`config.mk`:
```
export PLATFORM = sky130hd
export DESIGN_NAME = fifo_sync_param
export DESIGN_NICKNAME = d
export VERILOG_FILES = /design/src/rtl/fifo_sync_param.sv
export SDC_FILE = /design/constraint.sdc
export NUM_CORES = 1
export LEC_CHECK = 0
export ABC_AREA = 1
export CORE_UTILIZATION = 56
export CTS_BUF_LIST = sky130_fd_sc_hd__clkbuf_8
export DETAILED_ROUTE_END_ITERATION = 6
export PLACE_DENSITY = 0.78
export SLEW_MARGIN = 20
export SYNTH_ARGS = -nofsm -noshare
export SYNTH_HDL_FRONTEND = slang
export SYNTH_SLANG_ARGS = --single-unit
```
`constraint.sdc`:
```
create_clock -name clk -period 1.9 [get_ports clk]
set_input_delay 0.285 -clock clk [delete_from_list [all_inputs] [get_ports clk]]
set_output_delay 0.285 -clock clk [all_outputs]
set_load 0.01 [all_outputs]
```
`src/rtl/fifo_sync_param.sv`:
```
// rtl/fifo_sync_param.sv - parametrised synchronous FIFO with occupancy, thresholds, flush and sticky error flags
module fifo_sync_param #(
  parameter int WIDTH        = 8,
  parameter int DEPTH        = 16,
  parameter int AFULL_LEVEL  = DEPTH - 2,
  parameter int AEMPTY_LEVEL = 2,
  localparam int CW = $clog2(DEPTH + 1),
  localparam int PW = (DEPTH > 1) ? $clog2(DEPTH) : 1
) (
  input  logic             clk,
  input  logic             reset,
  input  logic             flush,
  input  logic             push,
  input  logic [WIDTH-1:0] data_in,
  input  logic             pop,
  output logic [WIDTH-1:0] data_out,
  output logic             data_valid,
  output logic             full,
  output logic             empty,
  output logic             almost_full,
  output logic             almost_empty,
  output logic [CW-1:0]    count,
  output logic             overflow,
  output logic             underflow
);

  localparam logic [CW-1:0] DEPTH_C  = CW'(DEPTH);
  localparam logic [CW-1:0] AFULL_C  = CW'(AFULL_LEVEL);
  localparam logic [CW-1:0] AEMPTY_C = CW'(AEMPTY_LEVEL);
  localparam logic [PW-1:0] LAST_PTR = PW'(DEPTH - 1);

  logic [WIDTH-1:0] mem [DEPTH];
  logic [PW-1:0]    wr_ptr;
  logic [PW-1:0]    rd_ptr;
  logic             pop_ok;
  logic             push_ok;

  // Explicit wrap so non-power-of-two depths never index past the last entry.
  function automatic logic [PW-1:0] ptr_inc(input logic [PW-1:0] p);
    return (p == LAST_PTR) ? '0 : p + PW'(1);
  endfunction

  // Flags depend on registered count only, never on the request inputs.
  assign full         = (count == DEPTH_C);
  assign empty        = (count == '0);
  assign almost_full  = (count >= AFULL_C);
  assign almost_empty = (count <= AEMPTY_C);

  // A pop frees a slot in the same cycle, so a full FIFO still takes a push alongside it.
  assign pop_ok  = pop & ~empty;
  assign push_ok = push & (~full | pop_ok);

  always_ff @(posedge clk) begin
    if (push_ok && !flush) begin
      mem[wr_ptr] <= data_in;
    end
  end

  always_ff @(posedge clk or negedge reset) begin
    if (!reset) begin
      wr_ptr     <= '0;
      rd_ptr     <= '0;
      count      <= '0;
      data_out   <= '0;
      data_valid <= 1'b0;
      overflow   <= 1'b0;
      underflow  <= 1'b0;
    end else if (flush) begin
      wr_ptr     <= '0;
      rd_ptr     <= '0;
      count      <= '0;
      data_valid <= 1'b0;
      overflow   <= 1'b0;
      underflow  <= 1'b0;
    end else begin
      data_valid <= pop_ok;
      if (pop_ok) begin
        data_out <= mem[rd_ptr];
        rd_ptr   <= ptr_inc(rd_ptr);
      end
      if (push_ok) begin
        wr_ptr <= ptr_inc(wr_ptr);
      end
      case ({push_ok, pop_ok})
        2'b10:   count <= count + CW'(1);
        2'b01:   count <= count - CW'(1);
        default: count <= count;
      endcase
      if (push && !push_ok) begin
        overflow <= 1'b1;
      end
      if (pop && !pop_ok) begin
        underflow <= 1'b1;
      end
    end
  end

  a_count_bound : assert property (@(posedge clk) disable iff (!reset) count <= DEPTH_C);
  a_ptr_bound   : assert property (@(posedge clk) disable iff (!reset) (wr_ptr <= LAST_PTR) && (rd_ptr <= LAST_PTR));

endmodule

```
# After elaboration in Yosys (flattened, before gate mapping)
# Memory sizes are Yosys's and may differ from the RTL's. A register that Yosys moved wholly into a read port is not among the register bits.
# Cells that the tools add are included.
op_classes:
  eq_ne: 5
  bitwise_logic: 6
  n_lt_le_gt_ge: 2
  addsub: 4
  mux: 15
  reduce_logical: 14
ops:
  columns: ["op", "count"]
  rows:
  - ["two-way mux 4 bit", 6]
  - ["case mux 5 bit (2 select lines)", 1]
  - ["adder 4 x 1 -> 4 bit, second input constant", 2]
  - ["== test 4 bit, second input constant", 2]
  - ["nonzero test 2 bit", 4]
  - ["two-way mux 1 bit", 7]
  - ["adder 5 x 1 -> 5 bit, second input constant", 1]
  - ["== test 5 bit, second input constant", 1]
  - [">= comparator 5 x 4 -> 1 bit, second input constant", 1]
  - ["<= comparator 5 x 2 -> 1 bit, second input constant", 1]
  - ["logical NOT 5 bit", 1]
  - ["two-way mux 5 bit", 1]
  - ["subtractor 5 x 1 -> 5 bit, second input constant", 1]
  - ["logical NOT 1 bit", 4]
  - ["logical AND 1 bit", 3]
  - ["inverter 1 bit", 3]
  - ["nonzero test 3 bit", 1]
  - ["AND 1 bit", 2]
  - ["== test 2 x 1 -> 1 bit, second input constant", 1]
  - ["== test 2 bit, second input constant", 1]
  - ["AND reduction 2 bit", 1]
  - ["OR 1 bit", 1]
word_totals:
  mem_bits_rw: 128
  input_bits: 13
  word_cells: 53
  output_inout_bits: 20
  n_memories: 1
  register_bits: 16
mem_list:
  columns: ["name", "depth", "word_bits", "rd", "rd_clocked_by_memory_dff", "wr", "line_no", "source"]
  rows:
  - ["mem", 16, 8, 1, 1, 1, "32", "logic [WIDTH-1:0] mem [DEPTH];"]

# Logic depth before layout (Yosys ltp)
logic_depth:
  ltp_word: 9
  depth_mapped: 13
  depth_no_buf: 13

# Worst setup path after synthesis
# No wires, ideal clock.
synth_path:
  kind: "reg2reg"
  from: "reg count[1]"
  to: "reg count[4]"
  t_required_ps: 1783
  n_path_buf: 0
  t_arrival_ps: 1785
  synth_period_minus_slack_ps: 1902
  setup_time_ps: 117
  slack_ps: -2
  path_stages_with_launch: 14
  path_cell_list: "dfrtp_1 -> nor2_4 -> nand3_4 -> nand3_4 -> inv_1 -> ha_1 -> a21oi_1 -> nand2_1 -> nand2_1 -> nand2_1 -> nand2_1 -> nand2_1 -> nand2_1 -> nand2_1"
synth_via:
  elab_chain_cells: 8
  elab_cells_between_ends: 14
  cone_classes: "add/sub (2); eq/ne (3); mux (2); bitwise (5); reduce/logical (2)"
synth_rtl:
  columns: ["item", "line_no", "source"]
  rows:
  - ["start: declaration", "22", "output logic [CW-1:0] count,"]
  - ["start signal: assignment", "85", "2'b10: count <= count + CW'(1);"]
  - ["start signal: assignment", "86", "2'b01: count <= count - CW'(1);"]
  - ["start signal: assignment", "87", "default: count <= count;"]
  - ["logical NOT 5 bit", "45", "assign empty = (count == '0);"]
  - ["inverter 1 bit", "50", "assign pop_ok = pop & ~empty;"]
  - ["AND 1 bit", "50", null]
  - ["OR 1 bit", "51", "assign push_ok = push & (~full | pop_ok);"]
  - ["AND 1 bit", "51", null]
  - ["== test 2 x 1 -> 1 bit or == test 2 bit (tied branches)", "84", "case ({push_ok, pop_ok})"]
  - ["case mux 5 bit (2 select lines)", "84", null]
  - ["two-way mux 5 bit", "68", "end else if (flush) begin"]
# Parallel ways exist; a longest one is shown, timed or not.
# A chain may end at the register's enable or synchronous reset.

# Final worst setup path
layout_path:
  from: "reg count[2]"
  to: "reg count[4]"
# The elaborated chain is that of the path after synthesis.

==> metrics list <==
* Final Max Slew Viols: 0
* Number of warnings issued by yosys: 0
- Static timing analysis puts the maximum clock frequency at 0.5160 GHz.
- The routed design could run at a clock period as short as 1.938 ns.
* Top delay family on crit path: simple AND/OR/NAND/NOR gates
* Global Route Usage Sum: 26.33%
* Sequential area share after synthesis: 63.70%
- Summed over all nets, the half-perimeter wirelength after detailed placement is 10380 um.
- PortBufs: 32
* Gate count of the mapped netlist: 695
- First drt pass iteration count: 6
* Number of nets at the end of the flow: 796
* Worst-margin pin slew: 0.6286 ns
* Cell count of the worst reg-to-reg path: 12
- The average instance in the mapped netlist occupies 10.04 sq um.
* Post-route setup TNS: -0.05593 ns
- Number of failing setup endpoints in the final timing report: 2
- Area contributors post-synth: edfxtp_1, nand2_1, dfrtp_1
- Signed area change from the synthesized netlist to the final layout: 17.14%
- Max-cap violations in this run came to 0.
- Measured along the y axis, the die boundary spans 113.6 um.
* Final Hold Slack: 0.1897 ns
- Of all nets on the critical path, the largest fanout is 4.
- The congestion estimate from routability-driven global placement came to 0.8983.
* Worst R2R Setup Slack: -0.04 ns
- Utilization after layout: 67.76%
- For this design the static power due to leakage is 3.594 nW.
- Synthesis inferred 152 register bits.
- Largest net degree at the start of global routing: 68
- Timing startpoint of the critical path: count[2]$_DFFE_PN0P_
* Number of buffers on the longest clock path: 2
* Share of cells above drive strength 1: 15.12%
* Dominant register cell in the synthesized netlist: edfxtp_1
* CTS Root Cell: clkbuf_8
- Between clock sinks in the finished design, the worst skew comes to 0.01257 ns.
* Number of top-level design ports: 33
* Number of global-route vias before repair: 4957
* Post-Place Cells: 918
* Clock-pin slew of the registers on the worst-case setup and hold paths: 0.08 ns
* Setup repair after global routing missed its margin: true
* Clock net sink count: 152
* Overall power: 8.947 mW
- IR analysis of the VDD net gives a maximum drop of 0.7350 mV.
* Reg2Reg Capture Point: count[4]$_DFFE_PN0P_
- WL per Instance: 16.31 um
- The count of nets left with antenna violations once routing finished came out at 0.
- Setup CP Type: flop to flop
- TritonCTS clock tree: built
- Together, buffers and inverters on the worst path number 1.
- Worst hold path class: primary input to async pin
* Fraction of registers with async set or reset after synthesis: 15.79%
* Final global-route overflow total: 0
* Synthesized cell area: 6977 sq um
* DRC viols: 0
* Std-Cell Core Area: 12060 sq um
* Most frequent cells after synthesis: nand2_1, edfxtp_1, nand3_1
- Number of enable flip-flop cells after synthesis: 128
- The final hold violation count was 0.
- Once routing completed, OpenROAD measured the worst setup slack at -0.03787 ns.
- CP Cell Sequence: nor2_4 > nand3_4 > nand3_4 > clkinvlp_4 > ha_4 > nand3b_1 > nand3_1 > nand2_1 > nand2_1 > nand2_1 > nand2_1 > nand2_1
- At the placement stage, the worst setup path has a slack of -0.1555 ns.
- Share of the clock period used by the worst path after layout: 102.0%
- Number of antenna violations at the first check in global routing: 0
* Source-to-sink clock delay at the later pin of the worst-skew pair: 0.47 ns
- Post-detailed-placement cell area: 7741 sq um
- Num CTS Buffers: 17
- The die covers 12910 sq um.
- In this run the horizontal extent of the chip is 113.6 um.
- For the worst setup path, the data required time is 2.26 ns.
* Reg2Reg Launch Point: count[2]$_DFFE_PN0P_
- Summing over every cut layer, the via total after detailed routing is 5042.
* Initial core utilization: 57.84%
- The worst setup path is launched from a flop.
- In the routed layout, each cell is associated on average with a via count of 5.280.
- By instance count, the cell type seen most on the critical path is nand2_1.
- After the first detailed-routing iteration, the DRC count stood at 533.
- The number of antenna diodes in the final layout is 0.
* Total power density per cell area: 1095 nW/um^2
* Cell with the most instances after synthesis: nand2_1
- The final layout contains routed wiring with a total length of 15580 um.
* CP max stage cell: dfrtp_2
- Delay of the slowest cell on the worst path: 0.43 ns
* Distinct cells, synth: 32
- First-pass GRT wire length: 24670 um
- Data arrives at the worst endpoint at 2.29 ns.
- Type of element capturing the critical path: flop
- Summed area of non-filler cells in the final layout: 8173 sq um
* Final instance count without filler cells: 955
- Row generation in the floorplan step produced 40 rows.
- The H-tree was split into 4 levels.
- Result of the run: finished with violations
* Net count of the mapped netlist: 717
* Number of fillers in the final layout: 884
- Violated checks: negative setup slack
* Slew headroom: 58.04%
* Hold-fix buffer count after cts: 0
- The synthesized design devotes to its leading area cell type 55.09% of total area.
* Library cell with the largest summed area after synthesis: edfxtp_1
[worst reg2reg max path: stages (launching register included)]
cell and delay, ns:
dfrtp_2 0.43, nor2_4 0.15, nand3_4 0.10, nand3_4 0.10, clkinvlp_4 0.17, ha_4 0.33
nand3b_1 0.11, nand3_1 0.13, nand2_1 0.08, nand2_1 0.08, nand2_1 0.06, nand2_1 0.05
nand2_1 0.05
[metal layers]
metal / part of all wire (%) / global-route usage, % / vias up
met4: 3.0 / 11.40 / 0
met1: 39 / 32.30 / 2358
met2: 50 / 44.35 / 243
met3: 7.6 / 6.748 / 41
met5: 0 / 0 / -
li1: - / - / 2400
[worst max path at each step]
stage	cells after the start	to	slack, ns
detailed placement	12	count[4]$_DFFE_PN0P_	-0.16
floorplan	13	count[4]$_DFFE_PN0P_	0.006
CTS	13	count[4]$_DFFE_PN0P_	-0.005
global placement	12	count[4]$_DFFE_PN0P_	-0.1
finish	12	count[4]$_DFFE_PN0P_	-0.04
global route	12	count[4]$_DFFE_PN0P_	-0.16
[logic make-up after synthesis]
family | Yosys count | share of synthesized area [%]
AOI/OAI and AO/OA | 18 | 1.650
xor gates and xnor gates | 5 | 0.6278
adders and majority gates | 9 | 1.722
DFF | 152 | 63.70
buffers and inverters | 142 | 8.877
and+or+nand+nor | 369 | 23.42
[flip-flops by register name (all words and copies together) (netlist names)]
| name | cells |
|---|---|
| count | 5 |
| data_out | 8 |
| data_valid | 1 |
| mem | 128 |
| overflow | 1 |
| rd_ptr | 4 |
| underflow | 1 |
| wr_ptr | 4 |
[power by group]
group,switching (mW),total [mW],internal (mW)
logic,1.64,2.75,1.11
registers,0.141,3.93,3.79
clock network,1.24,2.27,1.04
total,3.01,8.95,5.93
[cell usage in the layout, fill, tap and decap left out, types with 4 or more instances in the layout]
cell type        count
dfrtp_2              6
clkbuf_8            17
ha_1                 6
nand2_1            220
clkdlybuf4s50_1     28
edfxtp_1           128
o21ai_1              5
buf_4               53
clkinv_1             4
dfrtp_1             18
nand3_1            112
nor2_1              23
inv_1              109
nand3_4              4
[area by class of cell]
type / instances / area, sq um / area share, %
flip-flops and latches: 152 / 4452 / 54.47
well taps: 168 / 210.2 / 2.572
multi-input cells: 401 / 1952 / 23.88
clock buffers: 17 / 234.0 / 2.863
inverters: 114 / 434.2 / 5.312
clock inverters: 15 / 128.9 / 1.577
repair buffers: 88 / 762.0 / 9.323
[repair_timing]
| action | in CTS | in global routing |
|---|---|---|
| gates resized for setup | 15 | 7 |
| endpoints found under the setup margin | 5 | 20 |
| setup buffers | 1 | 4 |
| pin swaps | 0 | 0 |
(Power assumes the default switching activity.)
